<file path="src/rtl/sw_led_pkg.sv">
// Shared types and parameter defaults for the switch-driven LED controller.
package sw_led_pkg;

  typedef enum logic [1:0] {
    ModeOff  = 2'd0,
    ModeOn   = 2'd1,
    ModeSlow = 2'd2,
    ModeFast = 2'd3
  } mode_e;

  localparam int unsigned DebCyclesDefault = 500000;
  localparam int unsigned SlowDivDefault   = 25000000;
  localparam int unsigned FastDivDefault   = 6250000;

  function automatic mode_e next_mode(input mode_e cur);
    mode_e nxt;
    unique case (cur)
      ModeOff:  nxt = ModeOn;
      ModeOn:   nxt = ModeSlow;
      ModeSlow: nxt = ModeFast;
      default:  nxt = ModeOff;
    endcase
    return nxt;
  endfunction

endpackage

</file>
<file path="src/rtl/sw_debounce.sv">
// Two-flop synchronizer, counter debouncer and rising-edge press pulse for a raw switch.
module sw_debounce
  import sw_led_pkg::*;
#(
  parameter int unsigned DEB_CYCLES = DebCyclesDefault
) (
  input  logic CLK,
  input  logic RST_N,
  input  logic sw_raw_i,
  output logic press_o,
  output logic stable_o
);

  localparam int unsigned CntW = $clog2(DEB_CYCLES);
  localparam logic [CntW-1:0] CntMax = CntW'(DEB_CYCLES - 1);

  logic            sync1_q, sync2_q;
  logic            stable_d, stable_q;
  logic            stable_prev_q;
  logic [CntW-1:0] cnt_d, cnt_q;
  logic            press_d, press_q;

  always_comb begin
    stable_d = stable_q;
    cnt_d    = '0;
    if (sync2_q != stable_q) begin
      if (cnt_q == CntMax) begin
        stable_d = sync2_q;
      end else begin
        cnt_d = cnt_q + CntW'(1);
      end
    end
    // Registered off the stable level so the pulse lands one cycle after it rises.
    press_d = stable_q & ~stable_prev_q;
  end

  always_ff @(posedge CLK or negedge RST_N) begin
    if (!RST_N) begin
      sync1_q       <= 1'b0;
      sync2_q       <= 1'b0;
      stable_q      <= 1'b0;
      stable_prev_q <= 1'b0;
      cnt_q         <= '0;
      press_q       <= 1'b0;
    end else begin
      sync1_q       <= sw_raw_i;
      sync2_q       <= sync1_q;
      stable_q      <= stable_d;
      stable_prev_q <= stable_q;
      cnt_q         <= cnt_d;
      press_q       <= press_d;
    end
  end

  assign press_o  = press_q;
  assign stable_o = stable_q;

endmodule

</file>
<file path="src/rtl/sw_led_ctrl.sv">
// Switch-stepped mode FSM (OFF/ON/SLOW/FAST) with blink divider and registered LED drive.
module sw_led_ctrl
  import sw_led_pkg::*;
#(
  parameter int unsigned DEB_CYCLES = DebCyclesDefault,
  parameter int unsigned SLOW_DIV   = SlowDivDefault,
  parameter int unsigned FAST_DIV   = FastDivDefault
) (
  input  logic       CLK,
  input  logic       RST_N,
  input  logic       SW0,
  output logic       LED0,
  output logic [1:0] MODE
);

  localparam int unsigned BlinkW = $clog2(SLOW_DIV);
  localparam logic [BlinkW-1:0] SlowMax = BlinkW'(SLOW_DIV - 1);
  localparam logic [BlinkW-1:0] FastMax = BlinkW'(FAST_DIV - 1);

  logic              press;
  mode_e             mode_d, mode_q;
  logic [BlinkW-1:0] blink_cnt_d, blink_cnt_q;
  logic [BlinkW-1:0] div_max;
  logic              phase_d, phase_q;
  logic              led_d, led_q;

  sw_debounce #(
    .DEB_CYCLES(DEB_CYCLES)
  ) u_sw_debounce (
    .CLK     (CLK),
    .RST_N   (RST_N),
    .sw_raw_i(SW0),
    .press_o (press),
    .stable_o()
  );

  always_comb begin
    mode_d      = mode_q;
    blink_cnt_d = blink_cnt_q;
    phase_d     = phase_q;
    div_max     = (mode_q == ModeFast) ? FastMax : SlowMax;
    // A mode change wins over a coincident wrap so each blink mode starts lit.
    if (press) begin
      mode_d      = next_mode(mode_q);
      blink_cnt_d = '0;
      phase_d     = 1'b1;
    end else if (mode_q == ModeSlow || mode_q == ModeFast) begin
      if (blink_cnt_q == div_max) begin
        blink_cnt_d = '0;
        phase_d     = ~phase_q;
      end else begin
        blink_cnt_d = blink_cnt_q + BlinkW'(1);
      end
    end else begin
      blink_cnt_d = '0;
      phase_d     = 1'b1;
    end

    unique case (mode_q)
      ModeOff: led_d = 1'b0;
      ModeOn:  led_d = 1'b1;
      default: led_d = phase_q;
    endcase
  end

  always_ff @(posedge CLK or negedge RST_N) begin
    if (!RST_N) begin
      mode_q      <= ModeOff;
      blink_cnt_q <= '0;
      phase_q     <= 1'b1;
      led_q       <= 1'b0;
    end else begin
      mode_q      <= mode_d;
      blink_cnt_q <= blink_cnt_d;
      phase_q     <= phase_d;
      led_q       <= led_d;
    end
  end

  assign LED0 = led_q;
  assign MODE = mode_q;

endmodule

</file>
<file path="config.mk">
export PLATFORM = sky130hd
export DESIGN_NAME = sw_led_ctrl
export DESIGN_NICKNAME = d
export VERILOG_FILES = /design/src/rtl/sw_led_pkg.sv /design/src/rtl/sw_debounce.sv /design/src/rtl/sw_led_ctrl.sv
export SDC_FILE = /design/constraint.sdc
export NUM_CORES = 1
export LEC_CHECK = 0
export ABC_CLOCK_PERIOD_IN_PS = 2700
export CAP_MARGIN = 5
export CORE_ASPECT_RATIO = 1.4
export CORE_MARGIN = 3
export CORE_UTILIZATION = 49
export DETAILED_ROUTE_END_ITERATION = 6
export GPL_ROUTABILITY_DRIVEN = 1
export HOLD_SLACK_MARGIN = 0.02
export PLACE_DENSITY_LB_ADDON = 0.08
export REMOVE_ABC_BUFFERS = 1
export SLEW_MARGIN = 20
export SYNTH_ARGS = -nofsm -noshare
export SYNTH_HDL_FRONTEND = slang
export SYNTH_HIERARCHICAL = 1
export SYNTH_SLANG_ARGS = --single-unit
</file>
<file path="constraint.sdc">
create_clock -name CLK -period 2.7 [get_ports CLK]
set_input_delay 0.27 -clock CLK [delete_from_list [all_inputs] [get_ports CLK]]
set_output_delay 0.27 -clock CLK [all_outputs]
set_load 0.005 [all_outputs]
</file>
# After elaboration in Yosys (flattened, before gate mapping)
# Cells that the tools add are included.
[word_totals]
reg_bits = 53
inputBits = 3
out_inout_bits = 3
word_cells = 36
[op_classes]
n_addsub = 2
eq_ne = 7
mux = 11
bitwise_logic = 3
reduce_logical = 3
[op_table]
columns = ["operator", "n"]
rows = [
  ["2-to-1 mux 25 bit", 4],
  ["2-to-1 mux 19 bit", 2],
  ["adder 25 x 1 -> 25 bit (second input constant)", 1],
  ["== test 25 bit", 1],
  ["adder 19 x 1 -> 19 bit (second input constant)", 1],
  ["== test 19 bit (second input constant)", 1],
  ["one-hot mux 2 bit (3 select lines)", 1],
  ["== test 2 bit (second input constant)", 2],
  ["2-to-1 mux 1 bit", 3],
  ["inequality test 3 x 1 -> 1 bit (second input constant)", 1],
  ["== test 2 x 1 -> 1 bit (second input constant)", 1],
  ["logical NOT 2 bit", 1],
  ["inverter 1 bit", 2],
  ["one-hot mux 1 bit (2 select lines)", 1],
  ["AND reduction 2 bit", 1],
  ["bitwise AND 1 bit", 1],
  ["logical OR 1 bit", 1],
  ["inequality test 1 bit", 1],
]

# Depth between registers and ports, before layout
# Gate-level depths: netlist of the first run.
[depth]
ltp_word = 6
ltp_mapped = 7
mapped_depth_nobuf = 6

# Cells and area by module
# Netlist of the first run, hierarchy kept.
[by_module_without_submodules]
columns = ["mod", "instances", "cells_per_inst", "area_each_um2"]
rows = [
  ["sw_led_ctrl", 1, 157, 1537.7],
  ["sw_debounce", 1, 108, 1129.8],
]

# Least setup slack after synthesis of the first run
# OpenSTA, ideal clock, no wires.
[synth_timing]
path_kind = "reg-to-reg"
from = "register blink_cnt_q[8]"
to = "register blink_cnt_q[20]"
t_arrival_ns = 2.024
path_slack_ns = 0.546
path_stages_with_launch = 6
n_path_buf = 1
cell_sequence = "dfrtp_1 > or4_1 > or4_4 > o31ai_4 > buf_6 > a21oi_1"
[synth_via]
elab_chain_cells = 4
elab_cells_between_ends = 5
classes_between = "1 x add/sub; 1 x eq/ne; 3 x mux"
[synth_lines]
columns = ["item", "line", "text"]
rows = [
  ["start: declaration", "sw_led_ctrl.sv:22", "logic [BlinkW-1:0] blink_cnt_d, blink_cnt_q;"],
  ["start signal: assignment", "sw_led_ctrl.sv:74", "blink_cnt_q <= blink_cnt_d;"],
  ["adder 25 x 1 -> 25 bit / == test 25 bit (equally long branches)", "sw_led_ctrl.sv:52, sw_led_ctrl.sv:48", ""],
  ["2-to-1 mux 25 bit *", "sw_led_ctrl.sv:48", "if (blink_cnt_q == div_max) begin"],
  ["2-to-1 mux 25 bit *", "sw_led_ctrl.sv:47", "end else if (mode_q == ModeSlow || mode_q == ModeFast) begin"],
  ["2-to-1 mux 25 bit *", "sw_led_ctrl.sv:43", "if (press) begin"],
  ["via blink_cnt_d[20]", "sw_led_ctrl.sv:22", ""],
]
# The timed path passes the listed nets; every way through them passes the cells marked *.
# A chain may end at the register's enable or synchronous reset.

# Worst setup path in the final report of the first run
[layout_timing]
from = "register mode_q[1] (netlist: MODE[1])"
to = "register blink_cnt_q[5]"
[layout_via]
elab_chain_cells = 6
elab_cells_between_ends = 8
classes_between = "3 x eq/ne; 4 x mux; 1 x reduce/logical"
[layout_lines]
columns = ["item", "line", "text"]
rows = [
  ["start: declaration", "sw_led_ctrl.sv:21", "mode_e mode_d, mode_q;"],
  ["start signal: assignment", "sw_led_ctrl.sv:68", "mode_q <= ModeOff;"],
  ["start signal: assignment", "sw_led_ctrl.sv:73", "mode_q <= mode_d;"],
  ["== test 2 bit", "sw_led_ctrl.sv:41, sw_led_ctrl.sv:47", ""],
  ["2-to-1 mux 25 bit", "sw_led_ctrl.sv:41", "div_max = (mode_q == ModeFast) ? FastMax : SlowMax;"],
  ["== test 25 bit", "sw_led_ctrl.sv:48", ""],
  ["2-to-1 mux 25 bit", "sw_led_ctrl.sv:48", ""],
  ["2-to-1 mux 25 bit *", "sw_led_ctrl.sv:47", ""],
  ["2-to-1 mux 25 bit *", "sw_led_ctrl.sv:43", ""],
  ["via blink_cnt_d[5]", "sw_led_ctrl.sv:22", ""],
]
# Marked as above.

==> flow_summary.json, run 1 <==
{
  "outcome": "finished, final reports clean",
  "worst_ep_arrival_time_ns": 2.49,
  "clock_path_buffers": 2,
  "pre_cts_slack_ns": 0.408,
  "grt_max_degree": 26,
  "initial_core_util_pct": 50.9,
  "post-route-period-util_pct": 85.2,
  "clk_pin_slew_ns": 0.09,
  "fp-row-count": 31,
  "dpl.hpwl_mm": 3.67,
  "routedWlPerCell_um": 15.0,
  "fin_hold_ws_ns": 0.358,
  "worst_skew_pair.late_latency_ns": 0.30,
  "tns_ns": 0,
  "p_sw_mw": 0.294,
  "crit_path_end_kind": "flip-flop",
  "irDropWorstVdd_uv": 303,
  "seq_power_share_pct": 57.2,
  "start_kind": "flip-flop",
  "total_power_mw": 1.41,
  "finalClockSkew_ns": 0.00544,
  "maxSlewHeadroom_pct": 66.6,
  "leakage_nw": 1.10,
  "crit_type": "flip-flop to flip-flop",
  "grt_util_met2_pct": 33.6,
  "place_area_um2": 2780,
  "via_per_inst": 5.67,
  "finalMaxSlewViolations": 0,
  "die_w_um": 68.4,
  "rsz0062_at_grt": "false",
  "grt_use_total_pct": 18.3,
  "fmaxAchievable_mhz": 435,
  "drt-pass1-iter-count": 4,
  "synth-seq-cells": 53,
  "io_pins": 6,
  "drc": 0,
  "area_growth_pct": 9.01,
  "power_density_nw_per_um2": 483,
  "stdcell_count": 341,
  "diodes": 0,
  "postLayoutCoreUtil_pct": 55.5,
  "use_met3_pct": 3.00,
  "yosys_warnings": 6,
  "hold_violations": 0,
  "root_buffer": "clkbuf_8",
  "grt_use_met1_pct": 20.4,
  "h-tree-depth": 2,
  "die_area_um2": 6380,
  "grt_pass1_wl_mm": 8.87,
  "numPortBuffers": 5,
  "ant_nets": 0,
  "syn_area_um2": 2670,
  "syn_inst": 265,
  "antenna_found_initial": 0,
  "nNetsFinal": 282,
  "avgSynthCellArea_um2": 10.1,
  "cts_tree": "built",
  "drtIter0Drc": 104,
  "final_area_um2": 2910,
  "p_sw_share_pct": 21.0,
  "die_h_um": 93.3,
  "top_usage_layer": "met2",
  "grt_overflow": 0,
  "power_frac_clock_pct": 40.3,
  "report.final.setup_viol": 0,
  "worstPathMaxFanout": 25,
  "tightest_slew_ns": 0.496,
  "setup_ws_ns": 0.399,
  "synth.distinct_cells": 34,
  "gp_congestion": 0.766,
  "placed_cells": 332,
  "cts_buffers": 5,
  "cts.sinks": 53,
  "min_path_type": "flip-flop to flip-flop",
  "cap_viol_max_count": 0,
  "p_int_mw": 1.11,
  "worstPathRequired_ns": 2.89,
  "comb_power_share_pct": 2.5,
  "routed_wl_mm": 5.13,
  "ys_seq_area_share_pct": 49.8,
  "post-route-min-period_ns": 2.30,
  "vias": 1933,
  "core-area_um2": 5240,
  "drive_gt1_share_pct": 9.09,
  "grt_pass1_vias": 1954
}
## layout make-up
type | count | area [um2]
Fill cell | 471 | 2330
Sequential cell | 53 | 1330
Multi-Input combinational cell | 193 | 1250
Timing Repair Buffer | 10 | 85.1
Clock buffer | 6 | 82.6
Tap cell | 66 | 82.6
Inverter | 11 | 41.3
Clock inverter | 2 | 37.5
## kinds of logic (layout without fill, tap and decap cells)
group | count (synthesis) | in the layout | synth area share (%)
compound gates | 35 | 35 | 9.15
xor+xnor | 28 | 28 | 9.19
fa+ha+maj | 5 | 5 | 2.35
buf+inv | 19 | 29 | 3.33
flops | 53 | 53 | 49.8
mux | 1 | 1 | 0.422
simple gates | 124 | 124 | 25.8
## critical path, cell delays in order, from the launching register on
cell and delay [ns]:
dfrtp_1 0.44, ha_1 0.26, or4b_2 0.62, o22a_1 0.24, o31ai_4 0.22, buf_4 0.31, nor2_1 0.09
## final timing paths
| check | startpoint | slack (ns) | end | cells past startpoint |
|---|---|---|---|---|
| min in group asynchronous | RST_N | 0.45 | LED0$_DFF_PN0_ | 2 |
| worst min register to register | u_sw_debounce/sync1_q$_DFF_PN0_ | 0.36 | u_sw_debounce/sync2_q$_DFF_PN0_ | 0 |
| worst max register to register | MODE[1]$_DFFE_PN0P_ | 0.40 | blink_cnt_q[5]$_DFF_PN0_ | 6 |
| worst max-delay path | MODE[1]$_DFFE_PN0P_ | 0.40 | blink_cnt_q[5]$_DFF_PN0_ | 6 |
| worst min-delay path | u_sw_debounce/sync1_q$_DFF_PN0_ | 0.36 | u_sw_debounce/sync2_q$_DFF_PN0_ | 0 |
| max in group asynchronous | RST_N | 1.64 | blink_cnt_q[0]$_DFF_PN0_ | 3 |
## sequential cells by signal, summed over array words and instances (netlist names)
register                     cells
u_sw_debounce/sync1_q            1
blink_cnt_q                     25
u_sw_debounce/press_o            1
LED0                             1
u_sw_debounce/cnt_q             19
u_sw_debounce/sync2_q            1
phase_q                          1
u_sw_debounce/stable_prev_q      1
u_sw_debounce/stable_o           1
MODE                             2
## synth_stat cells
cell | instances | area share [%]
or4_1 | 9 | 2.5
o31ai_4 | 1 | 0.80
nor3_1 | 1 | 0.19
or4b_2 | 2 | 0.75
or2_2 | 2 | 0.47
nand2_1 | 14 | 2.0
and2_1 | 1 | 0.23
mux2_2 | 1 | 0.42
or4_4 | 2 | 0.84
a21oi_2 | 1 | 0.33
dfstp_2 | 1 | 0.99
nor2b_1 | 1 | 0.23
o41ai_4 | 1 | 1.0
clkbuf_1 | 4 | 0.56
nand4_1 | 12 | 2.8
nor2_1 | 35 | 4.9
buf_6 | 2 | 0.84
ha_1 | 5 | 2.3
buf_2 | 2 | 0.38
and4_1 | 5 | 1.6
xnor2_1 | 17 | 5.6
dfrtp_1 | 52 | 49
nor4b_2 | 1 | 0.56
o31ai_1 | 9 | 2.5
o21ai_0 | 10 | 1.9
o22a_1 | 1 | 0.33
inv_1 | 11 | 1.5
and3_1 | 3 | 0.70
a21oi_1 | 12 | 2.3
xor2_1 | 11 | 3.6
nand3_1 | 17 | 3.2
nor4_1 | 9 | 2.1
or3_1 | 8 | 1.9
nor4bb_1 | 2 | 0.75
## metal layers
metal | part of all wire [%] | routed length, um
met5 | 0 | 0
met4 | 1.4 | 72
met3 | 2.2 | 113
met2 | 55 | 2820
met1 | 41 | 2120
## repair_timing
| item | CTS | global route |
|---|---|---|
| hold buffers | 1 | 0 |
| buffers inserted | 0 | 0 |
| hold endpoints to repair | 19 | 0 |
| gates resized for setup | 0 | 0 |
## cells in the final DEF (no fill, tap or decap), drive strengths merged, types with 8 or more instances in the layout
master | synthesis | final
nor2 | 35 | 35
xnor2 | 17 | 17
a21oi | 13 | 13
dfrtp | 52 | 52
nor4 | 9 | 9
nand4 | 12 | 12
o31ai | 10 | 10
inv | 11 | 11
or4 | 11 | 11
nand2 | 14 | 14
o21ai | 10 | 10
or3 | 8 | 8
nand3 | 17 | 17
xor2 | 11 | 11
## power groups by stage
stage	Clock, mW	Combinational, mW	Sequential (mW)
2_1_floorplan	0	0.0109	0.818
3_3_place_gp	0	0.0351	0.819
3_5_place_dp	0	0.0359	0.819
4_1_cts	0.584	0.0370	0.803
5_1_grt	0.619	0.0411	0.804
6_report	0.567	0.0354	0.803
No activity file was read; power rests on OpenSTA's default activity.
==> run 2: changes to the inputs <==
--- a/config.mk
+++ b/config.mk
@@ -9,13 +9,13 @@
 export CAP_MARGIN = 5
 export CORE_ASPECT_RATIO = 1.4
 export CORE_MARGIN = 3
-export CORE_UTILIZATION = 49
+export CORE_UTILIZATION = 50
 export DETAILED_ROUTE_END_ITERATION = 6
 export GPL_ROUTABILITY_DRIVEN = 1
 export HOLD_SLACK_MARGIN = 0.02
+export MAX_ROUTING_LAYER = met4
 export PLACE_DENSITY_LB_ADDON = 0.08
 export REMOVE_ABC_BUFFERS = 1
-export SLEW_MARGIN = 20
 export SYNTH_ARGS = -nofsm -noshare
 export SYNTH_HDL_FRONTEND = slang
 export SYNTH_HIERARCHICAL = 1
==> run 2 against run 1 <==
Critical path depth unchanged. Via count decreased by 0.16%. Worst hold slack improved by 0.0022 ns. Die area fell by 1.9%. Maximum frequency down 0.49%. Final cell count shrank 0.59%. Sequential share of layout area up 0.14 points. Critical path type unchanged. Register-to-register slack about the same. Design area decreased by 0.30%. Utilization up 2.5 points.
==> flow_summary.json, run 2 (same netlist as run 1, synthesis figures left out) <==
{
  "numPortBuffers": 5,
  "leakage_nw": 1.11,
  "drive_gt1_share_pct": 9.09,
  "die_area_um2": 6260,
  "antenna_found_initial": 0,
  "nNetsFinal": 282,
  "drc": 0,
  "hold_start": "u_sw_debounce/sync1_q$_DFF_PN0_",
  "via_per_inst": 5.69,
  "routedWlPerCell_um": 14.4,
  "p_sw_share_pct": 21.0,
  "gp_congestion": 0.820,
  "worst_skew_pair.late_latency_ns": 0.30,
  "placed_cells": 330,
  "io_pins": 6,
  "p_int_mw": 1.04,
  "seq_power_share_pct": 60.9,
  "rsz0062_at_grt": "false",
  "worstReg2RegStart": "MODE[1]$_DFFE_PN0P_",
  "outcome": "finished, final reports clean",
  "cts.sinks": 53,
  "layout_commonest_cell": "dfrtp_1",
  "path_buf_inv": 1,
  "vias": 1930,
  "routed_wl_mm": 4.90,
  "grt_pass1_vias": 1911,
  "report.final.setup_viol": 0,
  "fmaxAchievable_mhz": 433,
  "maxSlewHeadroom_pct": 64.2,
  "clock_path_buffers": 2,
  "rr_endpoint": "blink_cnt_q[5]$_DFF_PN0_",
  "root_buffer": "clkbuf_8",
  "postCtsSetupRepairBufs": 0,
  "clk_pin_slew_ns": 0.09,
  "ant_nets": 0,
  "h-tree-depth": 2,
  "worstPathRequired_ns": 2.89,
  "grt_max_degree": 24,
  "power_frac_clock_pct": 36.5,
  "hold_end": "u_sw_debounce/sync2_q$_DFF_PN0_",
  "min_path_type": "flip-flop to flip-flop",
  "post-route-min-period_ns": 2.31,
  "initial_core_util_pct": 53.4,
  "grt_use_total_pct": 18.5,
  "comb_power_share_pct": 2.6,
  "crit_chain": "ha_1 -> or4b_2 -> o22a_1 -> o31ai_4 -> buf_12 -> nor2_1",
  "cts-resized-gates": 0,
  "dpl.hpwl_mm": 3.53,
  "slowest_stage": "or4b_2",
  "grt_pass1_wl_mm": 8.73,
  "largest-register": "blink_cnt_q",
  "tightest_slew_ns": 0.532,
  "hold_violations": 0,
  "die_h_um": 92.4,
  "start_kind": "flip-flop",
  "irDropWorstVdd_uv": 270,
  "mostFrequentLayoutCells": "dfrtp_1 (52), nor2_1 (35), nand3_1 (17), xnor2_1 (17), nand2_1 (14)",
  "core-area_um2": 4990,
  "stdcell_count": 339,
  "rr_worst_depth": 6,
  "worst_ep_arrival_time_ns": 2.50,
  "cts_tree": "built",
  "p_sw_mw": 0.277,
  "area_growth_pct": 8.68,
  "largest_reg_flops": 25,
  "diodes": 0,
  "crit_type": "flip-flop to flip-flop",
  "crit_path_end_kind": "flip-flop",
  "tns_ns": 0,
  "finalMaxSlewViolations": 0,
  "finalClockSkew_ns": 0.00894,
  "power_density_nw_per_um2": 455,
  "cp_top_family": "simple AND/OR/NAND/NOR gates",
  "grt_overflow": 0,
  "drt-pass1-iter-count": 4,
  "cap_viol_max_count": 0,
  "holdBufCountCts": 1,
  "fp-row-count": 30,
  "reg2reg_setup_slack_ns": 0.39,
  "hold_path_depth": 0,
  "cpPeakStageDelay_ns": 0.59,
  "drtIter0Drc": 76,
  "die_w_um": 67.7,
  "worstPathMaxFanout": 22,
  "cts_buffers": 5,
  "post-route-period-util_pct": 85.6
}
==> run 2: cell count changes in the layout (fill, tap and decap cells not counted) <==
cell	delta
clkinvlp_4	-1
buf_12	+1
clkinv_2	+1
buf_4	-1
clkbuf_8	+1
bufinv_16	-1
==> run 2: worst register-to-register path: stages, from the launching register on <==
cell and delay, ns:
dfrtp_1 0.44, ha_1 0.28, or4b_2 0.59, o22a_1 0.26, o31ai_4 0.35, buf_12 0.21, nor2_1 0.07
==> run 2: power groups by stage <==
stage | combinational (mW) | sequential (mW) | clock [mW]
finish | 0.0342 | 0.803 | 0.481
global route | 0.0403 | 0.804 | 0.537
CTS | 0.0361 | 0.803 | 0.508
detailed placement | 0.0349 | 0.819 | 0
global placement | 0.0344 | 0.819 | 0
floorplan | 0.0109 | 0.818 | 0
==> run 2: per-stage QoR <==
stage	setup WS, ns	hold WS (ns)	area (um2)	power, mW	util, %
finish	0.388	0.360	2900	1.32	58.1
global route	0.280	0.375	2900	1.38	58.1
CTS	0.399	0.364	2900	1.35	58.1
detailed placement	0.398	0.282	2790	0.854	55.8
global placement	0.448	0.269	2790	0.853	55.8
floorplan	0.367	-0.0256	2620	0.829	-
==> run 2: cell type report <==
class / instances / area [um2]
multi-input cells: 193 / 1250
clock inverters: 1 / 5.00
well taps: 64 / 80.1
clock buffers: 7 / 96.3
flip-flops and latches: 53 / 1330
inverters: 11 / 41.3
repair buffers: 10 / 97.6
fillers: 435 / 2090
==> run 2: worst max path at each step <==
stage               cells after the start  slack [ns]                        end                     start
floorplan                               4        0.37  blink_cnt_q[10]$_DFF_PN0_  blink_cnt_q[8]$_DFF_PN0_
global placement                        6        0.45  blink_cnt_q[23]$_DFF_PN0_       MODE[1]$_DFFE_PN0P_
detailed placement                      6        0.40  blink_cnt_q[20]$_DFF_PN0_       MODE[1]$_DFFE_PN0P_
CTS                                     6        0.40  blink_cnt_q[20]$_DFF_PN0_       MODE[1]$_DFFE_PN0P_
global route                            6        0.28   blink_cnt_q[2]$_DFF_PN0_       MODE[1]$_DFFE_PN0P_
finish                                  6        0.39   blink_cnt_q[5]$_DFF_PN0_       MODE[1]$_DFFE_PN0P_
==> run 2: per-layer routing <==
metal | track usage [%] | part of all wire, % | vias up
met5 | - | 0 | -
met4 | 6.60 | 1.4 | 0
met3 | 2.91 | 1.8 | 5
met2 | 30.8 | 55 | 18
met1 | 22.1 | 42 | 935
li1 | - | - | 972
==> edit 1 (flow settings as in run 1) <==
Put one more register stage on the output `LED0`. The value now appears one clock later. The other outputs are not delayed to match.
--- a/src/rtl/sw_led_ctrl.sv
+++ b/src/rtl/sw_led_ctrl.sv
@@ -77,7 +77,9 @@
     end
   end
 
-  assign LED0 = led_q;
+  always_ff @(posedge CLK) begin
+    LED0 <= led_q;
+  end
   assign MODE = mode_q;
 
 endmodule
Behaviour: no difference found for any inputs over 10 cycles, from zero or initial values and one cycle with RST_N low; that may be too few to reach the edited logic, so the function may still have changed.
==> edit 1 against run 1 <==
Critical endpoint is now blink_cnt_q[6]$_DFF_PN0_. Largest cell class unchanged. Routed wire length shrank 3.5%. Highest routed layer unchanged. Critical path depth is the same. Area after synthesis rose by 0.75%. Synthesized cell count up 0.38%. Final area is 0.95% lower. Worst setup slack lost 0.066 ns. Power shrank 6.7%. Sequential cell count increased by 1.
==> edit 1: results (changes against run 1) <==
## Finish
• 281 — total number of nets in the final design, -0.35%
• 8.03% — fraction of layout instances using a drive strength above 1, -1.1 points
• 25 — flip-flop count of the largest register, all copies and words added, unchanged
• blink_cnt_q — most flop-heavy register

## Outcome
• finished clean — result of the run

## GRT
• 17.7% — overall fraction of global-route tracks in use, -0.59 points
• 1950 — vias in the first global route, -0.20%
• 8800 um — global-route wire length before repair, -0.78%
• 54 — pin count of the biggest net entering global routing, +110%

## Worst setup path
• simple AND/OR/NAND/NOR gates — critical path's top delay family
• sky130_fd_sc_hd__or4b_2 — slowest cell on the critical path
• 0.61 ns — worst stage delay on the critical path
• 25 — largest fanout on the critical path, unchanged
• 2.55 ns — Worst Path Arrival, +0.06 ns

## Yosys
• 0.419% — mux cell area share after synthesis, -0.0031 points
• 2.33% — adder-cell share of the synthesized area, -0.017 points
• 266 — number of standard cells after synthesis, +0.38%
• 9.08% — fraction of the mapped netlist area in compound gates, -0.068 points
• 35 — Synth cell types, +2.9%
• 50.1% — sequential element share of the synthesized area, +0.37 points
• 98.1% — proportion of register bits with asynchronous set or reset after synthesis, -1.9 points
• 9.12% — xor/xnor cell area share of the yosys netlist, -0.068 points
• sky130_fd_sc_hd__dfrtp_1 (48%), sky130_fd_sc_hd__xnor2_1 (5.5%), sky130_fd_sc_hd__nor2_1 (4.9%), sky130_fd_sc_hd__xor2_1 (3.6%), sky130_fd_sc_hd__nand3_1 (3.2%) — largest cells by area after synthesis

## Pwr
• 0.461 mW — Clock Power, -19%
• 270 uV — worst-case vdd ir drop, -11%
• 1.09 nW — leakage power summed over all cells, -1.2%
• 21.3% — proportion of total power due to net switching, +0.35 points
• 35.1% — power share of the clock group, -5.2 points
• 62.4% — sequential fraction of design power, +5.2 points

## Detailed routing
• 4 — TritonRoute pass-1 iters, unchanged
• 92 — Iter 0 DRT Violations, -12%
• 14.6 um — average wire length per cell after detail routing, -3.3%
• 5.70 — routed vias/inst, +0.50%
• 4950 um — DRT Wirelength, -3.5%

## STA
• 55.7% — worst relative slew slack, -11 points
• 0 — Final setup viols, unchanged
• 0.00731 ns — clock skew, +0.00187 ns

## Clock tree
• sky130_fd_sc_hd__clkbuf_8 — cell chosen for the clock root
• 0.30 ns — Clock Latency Late Sink, about the same
• 0.09 ns — clock slew at the register clock pins of the worst setup and hold paths, about the same

## Placement
• 5 — number of buffers added on ports, unchanged
• 3370 um — placed wire-length estimate after detailed placement, -8.3%
• 2790 um2 — total placed instance area, +0.45%
• 0.814 — RD Place Congestion, +6.3%
• 0.381 ns — pre-CTS worst setup slack, -0.0269 ns

## Hold path
• input port to async pin — type of the most critical hold path

## edit 1: cell count changes after synthesis, sizes merged
cell   delta
dfxtp     +1
## edit 1: worst paths after layout
kind                            cells past startpoint                       end  slack [ns]
worst max-delay path                                6  blink_cnt_q[6]$_DFF_PN0_        0.33
min in group CLK                                    0              LED0$_DFF_P_        0.35
worst max register to register                      6  blink_cnt_q[6]$_DFF_PN0_        0.33
max in group asynchronous                           2  blink_cnt_q[4]$_DFF_PN0_        2.18
worst min register to register                      0              LED0$_DFF_P_        0.35
worst min-delay path                                2           led_q$_DFF_PN0_        0.08
## edit 1: cell type report
class | count | area (um2)
clock buffers | 8 | 90.1
fillers | 466 | 2360
inverters | 11 | 41.3
multi-input cells | 193 | 1250
flip-flops and latches | 54 | 1350
well taps | 66 | 82.6
repair buffers | 8 | 67.6
## edit 1: per-layer routing
layer	global-route usage [%]	share of wire, %
met5	0	0
met2	30.4	54
met1	21.5	42
met4	6.14	2.2
met3	3.25	1.6
==> edit 2 (flow settings as in run 1) <==
Made on the original files. Change the package constant `FastDivDefault` from 6250000 to 4194304.
--- a/src/rtl/sw_led_pkg.sv
+++ b/src/rtl/sw_led_pkg.sv
@@ -10,7 +10,7 @@
 
   localparam int unsigned DebCyclesDefault = 500000;
   localparam int unsigned SlowDivDefault   = 25000000;
-  localparam int unsigned FastDivDefault   = 6250000;
+  localparam int unsigned FastDivDefault   = 4194304;
 
   function automatic mode_e next_mode(input mode_e cur);
     mode_e nxt;
Formal check against the unedited RTL: no difference found for any inputs over 10 cycles, from zero or initial values and one cycle with RST_N low; that may be too few to reach the edited logic, so the function may still have changed.
==> edit 2 against run 1 <==
Die area increased by 1.8%. Power decreased by 0.24%. Global-route usage decreased by 0.27 points. Combinational power decreased by 2%. Area after synthesis increased by 1.9%. Largest power group unchanged. Critical path depth decreased by 2. Routed wire length increased by 2.1%. Critical endpoint is now blink_cnt_q[19]$_DFF_PN0_. Sequential cell count unchanged. Final area increased by 1.8%. Worst setup slack improved by 0.045 ns.
==> edit 2: results (changes against run 1) <==
## GRT
• 8690 um — global-route wire length before repair, -2.0%
• 28 — pin count of the biggest net entering global routing, +7.7%

## Yosys
• sky130_fd_sc_hd__dfrtp_1 (48%), sky130_fd_sc_hd__xor2_1 (4.5%), sky130_fd_sc_hd__a211oi_1 (3.6%), sky130_fd_sc_hd__nand4_1 (3.2%), sky130_fd_sc_hd__xnor2_1 (3.2%) — largest cells by area after synthesis
• 39 — Synth cell types, +15%
• 267 — number of standard cells after synthesis, +0.75%
• sky130_fd_sc_hd__dfrtp_1 (52), sky130_fd_sc_hd__nor2_1 (18), sky130_fd_sc_hd__nand2_1 (16), sky130_fd_sc_hd__nand3_1 (16) — commonest cells in the netlist

## Pwr
• 1.14 nW — leakage power summed over all cells, +2.9%
• 345 uV — worst-case vdd ir drop, +14%

## Finish
• 492 — # fillers, +4.5%
• 3.55% — Data buffer area share, +0.62 points
• 4.06% — share of final layout cell area taken by clock buffers and inverters, -0.073 points
• 10 — Signal inverters, -1
• 8.39% — fraction of layout instances using a drive strength above 1, -0.70 points
• 281 — total number of nets in the final design, -0.35%
• 11 — nonclk buf count, +1

## Die
• 5280 um2 — area of the core, +0.74%

## STA
• 64.6% — worst relative slew slack, -1.9 points
• 0.0100 ns — clock skew, +0.00458 ns

## Worst setup path
• 13 — largest fanout on the critical path, -48%
• sky130_fd_sc_hd__or4_1 — slowest cell on the critical path

## Placement
• 2830 um2 — total placed instance area, +1.9%
• 331 — placed cell count, -0.30%
• 0.726 — RD Place Congestion, -5.2%

## Detailed routing
• 5240 um — DRT Wirelength, +2.1%

## Outcome
• finished clean — result of the run

==> edit 2: cell types whose count changed after synthesis, moves of 4 or more <==
cell / run 1 / this run
sky130_fd_sc_hd__a211oi_1: 0 / 13
sky130_fd_sc_hd__nor2_1: 35 / 18
sky130_fd_sc_hd__nor3_1: 1 / 13
sky130_fd_sc_hd__a21oi_1: 12 / 3
sky130_fd_sc_hd__xnor2_1: 17 / 10
sky130_fd_sc_hd__o21ai_0: 10 / 14
==> edit 2: worst paths after layout <==
check                                                startpoint                           endpoint  depth (start not counted)  slack, ns
worst max-delay path                   blink_cnt_q[2]$_DFF_PN0_          blink_cnt_q[19]$_DFF_PN0_                          4       0.44
worst min-delay path            u_sw_debounce/sync1_q$_DFF_PN0_    u_sw_debounce/sync2_q$_DFF_PN0_                          0       0.36
worst max register to register         blink_cnt_q[2]$_DFF_PN0_          blink_cnt_q[19]$_DFF_PN0_                          4       0.44
worst min register to register  u_sw_debounce/sync1_q$_DFF_PN0_    u_sw_debounce/sync2_q$_DFF_PN0_                          0       0.36
max in group asynchronous                                 RST_N  u_sw_debounce/cnt_q[10]$_DFF_PN0_                          3       1.64
min in group asynchronous                                 RST_N          blink_cnt_q[12]$_DFF_PN0_                          2       0.40
==> edit 2: logic make-up (layout without fill, tap and decap cells) <==
group,Yosys count,after routing,synth area share [%]
xor+xnor,24,24,7.73
buf+inv,22,29,3.96
fa+ha+maj,5,5,2.30
compound gates,42,42,11.6
simple gates,119,119,24.8
mux,2,2,0.782
flops,53,53,48.8
==> edit 2: metal layers <==
metal	track usage, %	vias to the layer above	part of all wire (%)
li1	-	988	-
met1	21.3	990	44
met2	31.6	14	52
met3	3.23	5	2.1
met4	6.34	0	1.5
met5	0	-	0
